===== src/rtl/maxnet_weight_buffer_if.sv =====
// Bundle of the refill, write and row-read signals between the MaxNet
// controller (master) and the weight buffer (slave).
interface maxnet_weight_buffer_if #(
  parameter int N     = 4,
  parameter int WIDTH = 32
);
  localparam int AW = $clog2(N);

  logic               init_start;
  logic [WIDTH-1:0]   init_neg_eps;
  logic               busy;
  logic               init_done;
  logic               wr_en;
  logic [AW-1:0]      wr_row;
  logic [AW-1:0]      wr_col;
  logic [WIDTH-1:0]   wr_data;
  logic               rd_en;
  logic [AW-1:0]      rd_row;
  logic [N*WIDTH-1:0] rd_data;
  logic               rd_valid;
  logic               addr_err;

  modport master (
    output init_start, init_neg_eps, wr_en, wr_row, wr_col, wr_data, rd_en, rd_row,
    input  busy, init_done, rd_data, rd_valid, addr_err
  );

  modport slave (
    input  init_start, init_neg_eps, wr_en, wr_row, wr_col, wr_data, rd_en, rd_row,
    output busy, init_done, rd_data, rd_valid, addr_err
  );
endinterface


===== src/rtl/maxnet_weight_buffer.sv =====
// MaxNet lateral-inhibition weight matrix: N x N IEEE-754 words, 1.0 on the
// diagonal and -eps elsewhere, with a refill sequencer, a single-word write
// port and a registered row-read port.
//
//   state | meaning
//   IDLE  | accepting reads, writes and init_start
//   FILL  | rewriting one element per cycle, idx 0 .. N*N-1
//   DONE  | one-cycle init_done pulse, back to IDLE
module maxnet_weight_buffer #(
  parameter int               N           = 4,
  parameter int               WIDTH       = 32,
  parameter logic [WIDTH-1:0] DEF_NEG_EPS = 32'hBE4CCCCD,
  parameter logic [WIDTH-1:0] ONE         = 32'h3F800000
) (
  input  logic                  clk,
  input  logic                  rst_n,
  maxnet_weight_buffer_if.slave bus
);
  localparam int              AW       = $clog2(N);
  localparam int              IW       = $clog2(N*N);
  localparam logic [AW:0]     NLIM     = (AW+1)'(N);
  localparam logic [IW-1:0]   LAST     = IW'(N*N-1);
  localparam logic [AW-1:0]   COL_LAST = AW'(N-1);

  typedef enum logic [1:0] {IDLE, FILL, DONE} state_t;

  state_t             state, state_nxt;
  logic [IW-1:0]      idx;
  logic [AW-1:0]      fill_row, fill_col;
  logic [WIDTH-1:0]   eps_reg;
  logic               fill_we, load_eps;
  logic               idle, wr_ok, rd_ok, req_err;
  logic [N*WIDTH-1:0] rows [N];
  logic [N*WIDTH-1:0] rd_mux;

  // state register
  always_ff @(posedge clk or negedge rst_n) begin
    if (!rst_n) state <= IDLE;
    else        state <= state_nxt;
  end

  // next-state decode and sequencer outputs
  always_comb begin
    state_nxt     = state;
    fill_we       = 1'b0;
    load_eps      = 1'b0;
    bus.busy      = 1'b0;
    bus.init_done = 1'b0;
    unique case (state)
      IDLE: begin
        if (bus.init_start) begin
          load_eps  = 1'b1;
          state_nxt = FILL;
        end
      end
      FILL: begin
        bus.busy = 1'b1;
        fill_we  = 1'b1;
        if (idx == LAST) state_nxt = DONE;
      end
      DONE: begin
        bus.init_done = 1'b1;
        state_nxt     = IDLE;
      end
      default: state_nxt = IDLE;
    endcase
  end

  // refill index, row/column tracking and latched eps
  always_ff @(posedge clk or negedge rst_n) begin
    if (!rst_n) begin
      idx      <= '0;
      fill_row <= '0;
      fill_col <= '0;
      eps_reg  <= DEF_NEG_EPS;
    end else if (load_eps) begin
      idx      <= '0;
      fill_row <= '0;
      fill_col <= '0;
      eps_reg  <= bus.init_neg_eps;
    end else if (fill_we && idx != LAST) begin
      idx <= idx + IW'(1);
      if (fill_col == COL_LAST) begin
        fill_col <= '0;
        fill_row <= fill_row + AW'(1);
      end else begin
        fill_col <= fill_col + AW'(1);
      end
    end
  end

  assign idle    = (state == IDLE);
  assign wr_ok   = bus.wr_en && idle && ({1'b0, bus.wr_row} < NLIM) && ({1'b0, bus.wr_col} < NLIM);
  assign rd_ok   = bus.rd_en && idle && ({1'b0, bus.rd_row} < NLIM);
  // A rejected write and a rejected read in one cycle share a single pulse.
  assign req_err = (bus.wr_en && !wr_ok) || (bus.rd_en && !rd_ok);

  for (genvar r = 0; r < N; r++) begin : g_row
    for (genvar c = 0; c < N; c++) begin : g_col
      localparam logic [WIDTH-1:0] RST_VAL = (r == c) ? ONE : DEF_NEG_EPS;
      logic [WIDTH-1:0] q;
      logic             fill_hit, wr_hit;

      assign fill_hit = fill_we && (fill_row == AW'(r)) && (fill_col == AW'(c));
      assign wr_hit   = wr_ok && (bus.wr_row == AW'(r)) && (bus.wr_col == AW'(c));

      // element (r,c): refill has priority, though writes only land in IDLE anyway
      always_ff @(posedge clk or negedge rst_n) begin
        if (!rst_n)        q <= RST_VAL;
        else if (fill_hit) q <= (r == c) ? ONE : eps_reg;
        else if (wr_hit)   q <= bus.wr_data;
      end

      assign rows[r][c*WIDTH +: WIDTH] = q;
    end
  end

  assign rd_mux = rows[bus.rd_row];

  // registered read port; rd_data samples the pre-write row (read-before-write)
  always_ff @(posedge clk or negedge rst_n) begin
    if (!rst_n) begin
      bus.rd_data  <= '0;
      bus.rd_valid <= 1'b0;
      bus.addr_err <= 1'b0;
    end else begin
      bus.rd_valid <= rd_ok;
      bus.addr_err <= req_err;
      if (rd_ok) bus.rd_data <= rd_mux;
    end
  end
endmodule


===== src/flat_wrapper.sv =====
// flat-port wrapper written by rule: the top's interface ports become plain ports
module maxnet_weight_buffer_flat 
#(
  parameter int               N           = 4,
  parameter int               WIDTH       = 32,
  parameter logic [WIDTH-1:0] DEF_NEG_EPS = 32'hBE4CCCCD,
  parameter logic [WIDTH-1:0] ONE         = 32'h3F800000
)
  (clk, rst_n, bus_init_start, bus_init_neg_eps, bus_wr_en, bus_wr_row, bus_wr_col, bus_wr_data, bus_rd_en, bus_rd_row, bus_busy, bus_init_done, bus_rd_data, bus_rd_valid, bus_addr_err);
  maxnet_weight_buffer_if #(.N(N), .WIDTH(WIDTH)) bus_i ();
  input  logic clk;
  input  logic rst_n;
  input wire logic [$bits(bus_i.init_start)-1:0] bus_init_start;
  input wire logic [$bits(bus_i.init_neg_eps)-1:0] bus_init_neg_eps;
  input wire logic [$bits(bus_i.wr_en)-1:0] bus_wr_en;
  input wire logic [$bits(bus_i.wr_row)-1:0] bus_wr_row;
  input wire logic [$bits(bus_i.wr_col)-1:0] bus_wr_col;
  input wire logic [$bits(bus_i.wr_data)-1:0] bus_wr_data;
  input wire logic [$bits(bus_i.rd_en)-1:0] bus_rd_en;
  input wire logic [$bits(bus_i.rd_row)-1:0] bus_rd_row;
  output wire logic [$bits(bus_i.busy)-1:0] bus_busy;
  output wire logic [$bits(bus_i.init_done)-1:0] bus_init_done;
  output wire logic [$bits(bus_i.rd_data)-1:0] bus_rd_data;
  output wire logic [$bits(bus_i.rd_valid)-1:0] bus_rd_valid;
  output wire logic [$bits(bus_i.addr_err)-1:0] bus_addr_err;
  assign bus_i.init_start = bus_init_start;
  assign bus_i.init_neg_eps = bus_init_neg_eps;
  assign bus_i.wr_en = bus_wr_en;
  assign bus_i.wr_row = bus_wr_row;
  assign bus_i.wr_col = bus_wr_col;
  assign bus_i.wr_data = bus_wr_data;
  assign bus_i.rd_en = bus_rd_en;
  assign bus_i.rd_row = bus_rd_row;
  assign bus_busy = bus_i.busy;
  assign bus_init_done = bus_i.init_done;
  assign bus_rd_data = bus_i.rd_data;
  assign bus_rd_valid = bus_i.rd_valid;
  assign bus_addr_err = bus_i.addr_err;
  maxnet_weight_buffer #(.N(N), .WIDTH(WIDTH), .DEF_NEG_EPS(DEF_NEG_EPS), .ONE(ONE)) u_core (.clk(clk), .rst_n(rst_n), .bus(bus_i));
endmodule

===== config.mk =====
export PLATFORM = sky130hd
export DESIGN_NAME = maxnet_weight_buffer_flat
export DESIGN_NICKNAME = d
export VERILOG_FILES = /design/src/rtl/maxnet_weight_buffer_if.sv /design/src/rtl/maxnet_weight_buffer.sv /design/src/flat_wrapper.sv
export SDC_FILE = /design/constraint.sdc
export NUM_CORES = 1
export LEC_CHECK = 0
export BUFFER_PORTS_ARGS = -buffer_cell sky130_fd_sc_hd__buf_2
export CORE_ASPECT_RATIO = 0.7
export CORE_UTILIZATION = 23
export DETAILED_ROUTE_END_ITERATION = 7
export SETUP_SLACK_MARGIN = 0.2
export SLEW_MARGIN = 0
export SYNTH_ARGS = -nofsm -noshare
export SYNTH_HDL_FRONTEND = slang
export SYNTH_SLANG_ARGS = --single-unit

===== constraint.sdc =====
create_clock -name clk -period 2.1 [get_ports clk]
set_input_delay 0.21 -clock clk [delete_from_list [all_inputs] [get_ports clk]]
set_output_delay 0.21 -clock clk [all_outputs]
set_load 0.01 [all_outputs]

==> results of run 1 <==
-- worst register-to-register path, stage by stage, from the launching register on --
cell and delay [ns]:
dfrtp_1 0.39, buf_6 0.13, or4b_4 0.54, buf_12 0.20, buf_12 0.16, clkbuf_16 0.18
o21ai_0 0.18, a21oi_1 0.08
-- cell type report --
type,instances,area (µm²)
inverters,34,128
flip-flops and latches,684,17400
well taps,1996,2500
clock buffers,100,1880
repair buffers,493,5390
diodes,3,7.51
multi-input cells,2259,16100
fillers,15300,107000
clock inverters,16,166
-- placed cells by master, fill, tap and decap left out, types with 6 or more instances in the layout --
master,synthesis,routed
buf_12,0,85
clkbuf_1,298,21
mux2_2,133,133
buf_16,0,20
o21ai_0,380,300
dfrtp_1,422,421
inv_1,34,33
buf_4,3,70
buf_2,71,201
a41oi_1,12,12
buf_6,7,20
a31oi_1,159,158
nor3_2,0,13
and2_1,61,61
clkinv_2,0,10
nand2_1,151,151
dfstp_2,262,262
dlygate4sd3_1,0,66
a22o_1,26,26
nor3_1,73,58
a21oi_2,0,18
nand4_1,58,58
mux2i_1,30,30
o21ai_2,0,30
nand4b_1,17,17
nor2_1,339,338
a221o_1,60,60
or3_1,7,6
nor4bb_1,44,43
o21ai_1,1,50
clkbuf_8,0,17
o31a_1,65,65
a21oi_1,365,345
o211ai_1,50,50
mux4_2,128,128
and4b_1,13,13
clkbuf_16,0,89
nor2b_1,30,27
-- metal layers --
layer | wire length (µm) | up-vias
li1 | - | 12700
met1 | 61200 | 15900
met2 | 67400 | 2161
met3 | 18200 | 227
met4 | 3220 | 0
met5 | 0 | -
-- path summary, 6_finish.rpt --
kind / startpoint / end / slack, ns / cells after the start
worst max register to register: u_core.state[1] / u_core.g_row[0].g_col[2].q[1] / 0.12 / 7
max in group asynchronous: rst_n / u_core.g_row[0].g_col[1].q[17] / 1.02 / 4
worst min-delay path: bus_wr_data[24] / u_core.g_row[2].g_col[3].q[24] / 0.06 / 4
worst min register to register: u_core.g_row[2].g_col[0].q[2] / u_core.g_row[2].g_col[0].q[2] / 0.49 / 2
min in group asynchronous: rst_n / u_core.g_row[0].g_col[3].q[8] / 0.12 / 2
worst max-delay path: u_core.state[1] / u_core.g_row[0].g_col[2].q[1] / 0.12 / 7
-- cell families after synthesis --
| family | after synthesis |
|---|---|
| buf+inv | 430 |
| mux | 291 |
| compound gates | 1131 |
| simple gates | 828 |
| flops | 684 |
| fa+ha+maj | 9 |
-- power by group through the flow --
| stage | Clock, mW | Combinational [mW] | Sequential (mW) |
|---|---|---|---|
| floorplan | 0 | 12.1 | 23.7 |
| global placement | 0 | 18.2 | 25.5 |
| detailed placement | 0 | 18.7 | 25.6 |
| CTS | 12.1 | 19.2 | 25.4 |
| global route | 12.7 | 21.8 | 26.3 |
| finish | 12.0 | 20.1 | 25.7 |
-- repair_timing --
action | 4_1_cts | 5_1_grt
hold buffers | 66 | 0
gates cloned | 10 | 34
setup endpoints to repair | 234 | 397
pin swaps | 3 | 63
endpoints found under the hold margin | 169 | 0
setup buffers | 8 | 13
gates resized for setup | 37 | 198
-- metrics by stage --
step	power (mW)	instance area, µm²	utilization [%]	hold slack (ns)
2_1_floorplan	35.8	34900	-	-0.0856
3_3_place_gp	43.6	39100	26.0	0.255
3_5_place_dp	44.3	39100	26.0	0.244
4_1_cts	56.7	42200	28.1	0.0350
5_1_grt	60.8	43600	29.0	0.0605
6_report	57.9	43700	29.0	0.0595
==> metrics.txt, run 1 <==
DRT Pass-1 Iters 6; Die H 328 µm; GRT Residual Overflow 0; Post-Synth XOR/XNOR Area 0%; Synth Area in Adders 0.323%; placed insts 5,335; largest net degree at the start of global routing 92; minimum clock period 1.98 ns; Synth Area in Compound Gates 19.2%; count leader, synth dfrtp_1; mux contribution to synthesized area 13.4%; final setup vio count 0; Slew headroom 48.7%; Post-Place Setup Slack 0.123 ns; Net Sw Frac 36.5%; post-route ant nets 0; busiest grt layer met2; top cell type's share of synthesized area 30.3%; final cell count without fillers 5,585; 1st-iter DRT viols 4,261; CTS Sinks 684; per-cell routed wire length 26.9 µm; Max Freq 504 MHz; CTS Buffer Depth 3; Setup Skew 0.0168 ns; Setup TNS Final 0 ns; via count 31,000; Leak 17.2 nW; Post-synth EDFFs 0; WP data arrival 2.54 ns; Critical Path Sink Type flop; delay-heaviest family, CP buffers and inverters; Worst Hold Class input port to flop; CTS tree built; root buf cell clkbuf_16; vias per cell 5.55; met3 Resource Use GR 3.75%; # port buffers 206; initial antenna violation count 8; syn avg cell area 10.3 µm²; CP max stage cell or4b_4; H-tree level count 2; first-pass GRT wire length 207,000 µm; RSZ-0062 raised after global routing yes; Total Routing Usage GR 17.9%; Initial Utilization 23.2%; Core Rows 119; Inserted Clock Buffers 61; DRC Markers 0; die area 0.153 mm²; Clk Latency, worst-skew pair 0.68 ns; dpl hpwl 90,600 µm; nets@finish 3,617; period utilization 94.4%; Worst-Margin Slew 0.770 ns; post-synthesis net count 3,457; vias in the first global route 29,000; Die X 467 µm; Post-Syn Area 0.0349 mm²; Clk pwr share 20.8%; Top FF cell, synth dfrtp_1; worst path required time 2.66 ns; GPL Wtd Cong 0.885; peak supply drop 858 µV; outcome finished clean; Max Cap Violations 0; share of cells above drive strength 1 31.9%; sequential area share after synthesis 50.0%; commonest cells in the netlist dfrtp_1, o21ai_0, a21oi_1; clk slew on worst S/H paths 0.08 ns; async set or reset register ratio after synthesis 100%; #FFs+latches synth 684; Synth area leaders dfrtp_1, dfstp_2, mux4_2; GR met1 Demand/Resource 25.1%; Startpoint Class flop; Seq pwr share 44.5%; crit-path max FO 9; Gate Count Post-Synth 3,373; Top Ports 207; cell taking the most area after synthesis dfrtp_1; cell repeated most along the worst path buf_12; max FFs per register 512; PwrDens 1330 mW/mm²; PnR worst setup slack 0.118 ns; Switch Pwr 21.1 mW; ordered list of cells on the worst path buf_6 > or4b_4 > buf_12 > buf_12 > clkbuf_16 > o21ai_0 > a21oi_1; largest family of logic cells by synthesized area compound AO/OA/AOI/OAI gates; Slew Viols, Final 0; Int Pwr 36.8 mW; Crit Path Category flop to flop; Hold Vio Cnt, Final 0; post-synth cell types 52; Yosys Warn Count 0; DRT Wirelength 150,000 µm; core area 0.151 mm²; Critical Path Max Stage Delay 0.54 ns; Logic pwr share 34.8%; Simple-Gate Fraction of Synth Area 11.9%; met2 GRT Util 28.2%; buffers plus inverters on the worst setup path 4; Area Growth Syn to Fin 25.1%
Note: power is estimated with default switching activity, not from simulation.
==> run 2, diff against run 1 <==
--- a/config.mk
+++ b/config.mk
@@ -6,7 +6,7 @@
 export NUM_CORES = 1
 export LEC_CHECK = 0
 export BUFFER_PORTS_ARGS = -buffer_cell sky130_fd_sc_hd__buf_2
-export CORE_ASPECT_RATIO = 0.7
+export CORE_ASPECT_RATIO = 1.4
 export CORE_UTILIZATION = 23
 export DETAILED_ROUTE_END_ITERATION = 7
 export SETUP_SLACK_MARGIN = 0.2
==> metrics.txt, run 2 (synthesis results as in run 1) <==
period utilization 97.0% (+2.6 points); peak supply drop 598 µV (-30%); Setup TNS Final 0 ns (unchanged); Max Freq 491 MHz (-2.7%); Critical Path Max Stage Delay 0.40 ns (-0.14 ns); Setup Skew 0.0334 ns (+0.0165 ns); CP max stage cell dfrtp_1; GPL Wtd Cong 0.842 (-4.9%); worst path required time 2.65 ns (about the same); nets@finish 3,683 (+1.8%); largest net degree at the start of global routing 99 (+7.6%); Hold Vio Cnt, Final 0 (unchanged); Startpoint Class flop; vias in the first global route 30,000 (+3.5%); max FFs per register 512 (unchanged); Inserted Clock Buffers 80 (+31%); placed cell areas 0.0393 mm² (+0.53%); DRT Pass-1 Iters 6 (unchanged); commonest non-fill, non-tap cell in the layout dfrtp_1; Max Cap Violations 0 (unchanged); DRC Markers 0 (unchanged); fillcell total 15,400 (+0.53%); ordered list of cells on the worst path buf_6 > buf_8 > nor3b_4 > buf_12 > buf_16 > buf_16 > buf_12 > buf_12 > mux2_4; Slew headroom 46.2% (-2.5 points); first-pass GRT wire length 213,000 µm (+3.0%); cell repeated most along the worst path buf_12; Leak 18.0 nW (+4.8%); WP data arrival 2.58 ns (+0.04 ns); Area Growth Syn to Fin 29.8%; Initial Utilization 23.2% (+0.069 points); post-route ant nets 0 (unchanged); 1st-iter DRT viols 4,228 (-0.77%); Top Ports 207 (unchanged); Die H 463 µm (+41%); DRT Wirelength 156,000 µm (+3.7%); outcome finished clean; share of cells above drive strength 1 34.0% (+2.1 points); fin area 0.0453 mm² (+3.7%); core area 0.150 mm² (-0.30%); via count 31,800 (+2.5%); PnR worst setup slack 0.0626 ns (-0.0551 ns); per-cell routed wire length 27.7 µm (+3.0%); CTS Buffer Depth 3 (unchanged); die area 0.153 mm² (about the same); delay-heaviest family, CP buffers and inverters; GRT Residual Overflow 0 (unchanged); Core Rows 168 (+41%); Post-Place Setup Slack 0.0990 ns (-0.0238 ns); crit-path max FO 8 (-1); Worst-Margin Slew 0.808 ns (+0.0376 ns); Slew Viols, Final 0 (unchanged); vias per cell 5.65 (+1.9%); initial antenna violation count 7 (-1); Die X 331 µm (-29%); most frequent cells in the layout dfrtp_1, a21oi_1, nor2_1, o21ai_0, dfstp_2; Worst Hold Class input port to flop; Final Hold Slack 0.0736 ns (+0.0140 ns); PwrDens 1370 mW/mm² (+3.4%); root buf cell clkbuf_16; Clk Latency, worst-skew pair 0.68 ns (about the same); final setup vio count 0 (unchanged); buffers plus inverters on the worst setup path 7 (+3); Critical Path Sink Type flop; minimum clock period 2.04 ns (+0.0551 ns); clk slew on worst S/H paths 0.06 ns (-0.02 ns); Crit Path Category flop to flop; RSZ-0062 raised after global routing yes; dpl hpwl 92,400 µm (+2.0%); CTS tree built; Total Routing Usage GR 18.7% (+0.75 points); # port buffers 206 (unchanged); CTS Sinks 684 (unchanged); H-tree level count 3 (+1)
[run 2: layer usage]
layer / up-vias / wire length, µm / global-route usage, %
met1: 16200 / 58900 / 24.0
li1: 12900 / - / -
met4: 10 / 8530 / 8.75
met2: 2256 / 70700 / 29.3
met5: - / 65 / 0
met3: 434 / 17400 / 4.51
[run 2: worst register-to-register path: stages, from the launching register on]
cell,delay (ns)
dfrtp_1,0.40
buf_6,0.14
buf_8,0.12
nor3b_4,0.21
buf_12,0.16
buf_16,0.16
buf_16,0.15
buf_12,0.15
buf_12,0.15
mux2_4,0.30
[run 2: report_power, final]
part	switching, mW	internal [mW]	total (mW)
logic	11.3	10.3	21.7
clock network	6.06	8.37	14.4
registers	5.03	20.9	26.0
total	22.4	39.6	62.1
[run 2: final cells by class]
| class | count | area (µm²) | area share [%] |
|---|---|---|---|
| timing repair buffer | 540 | 5920 | 13.1 |
| clock buffer | 126 | 2390 | 5.27 |
| antenna | 2 | 5.00 | 0.0111 |
| multi-input combinational | 2259 | 16600 | 36.7 |
| tap | 1955 | 2450 | 5.40 |
| inverter | 34 | 128 | 0.282 |
| clock inverter | 22 | 323 | 0.713 |
| sequential | 684 | 17400 | 38.5 |
[run 2: repair_timing]
item                                    in CTS  in global routing
endpoints found under the hold margin      496                  0
endpoints found under the setup margin     354                600
setup buffers                               25                 26
gates cloned                                 9                 29
hold buffers                                66                  0
pin swaps                                   27                 62
gates resized for setup                    105                214
[run 2: worst paths after layout]
check,from,slack [ns],to,depth (start not counted)
max,u_core.state[0],0.06,u_core.bus.rd_data[1],9
min,bus_wr_data[24],0.07,u_core.g_row[1].g_col[3].q[24],3
max reg2reg,u_core.state[0],0.06,u_core.bus.rd_data[1],9
min reg2reg,u_core.g_row[2].g_col[0].q[10],0.49,u_core.g_row[2].g_col[0].q[10],2
max in group asynchronous,rst_n,1.08,u_core.g_row[2].g_col[0].q[29],3
min in group asynchronous,rst_n,0.09,u_core.g_row[0].g_col[3].q[21],2
[run 2: per-stage QoR]
step | cells | utilization (%) | power, mW
2_1_floorplan | 3373 | - | 35.8
3_3_place_gp | 5317 | 26.2 | 44.1
3_5_place_dp | 5317 | 26.2 | 44.8
4_1_cts | 5565 | 29.0 | 60.4
5_1_grt | 5621 | 30.2 | 64.9
6_report | 5622 | 30.2 | 62.1
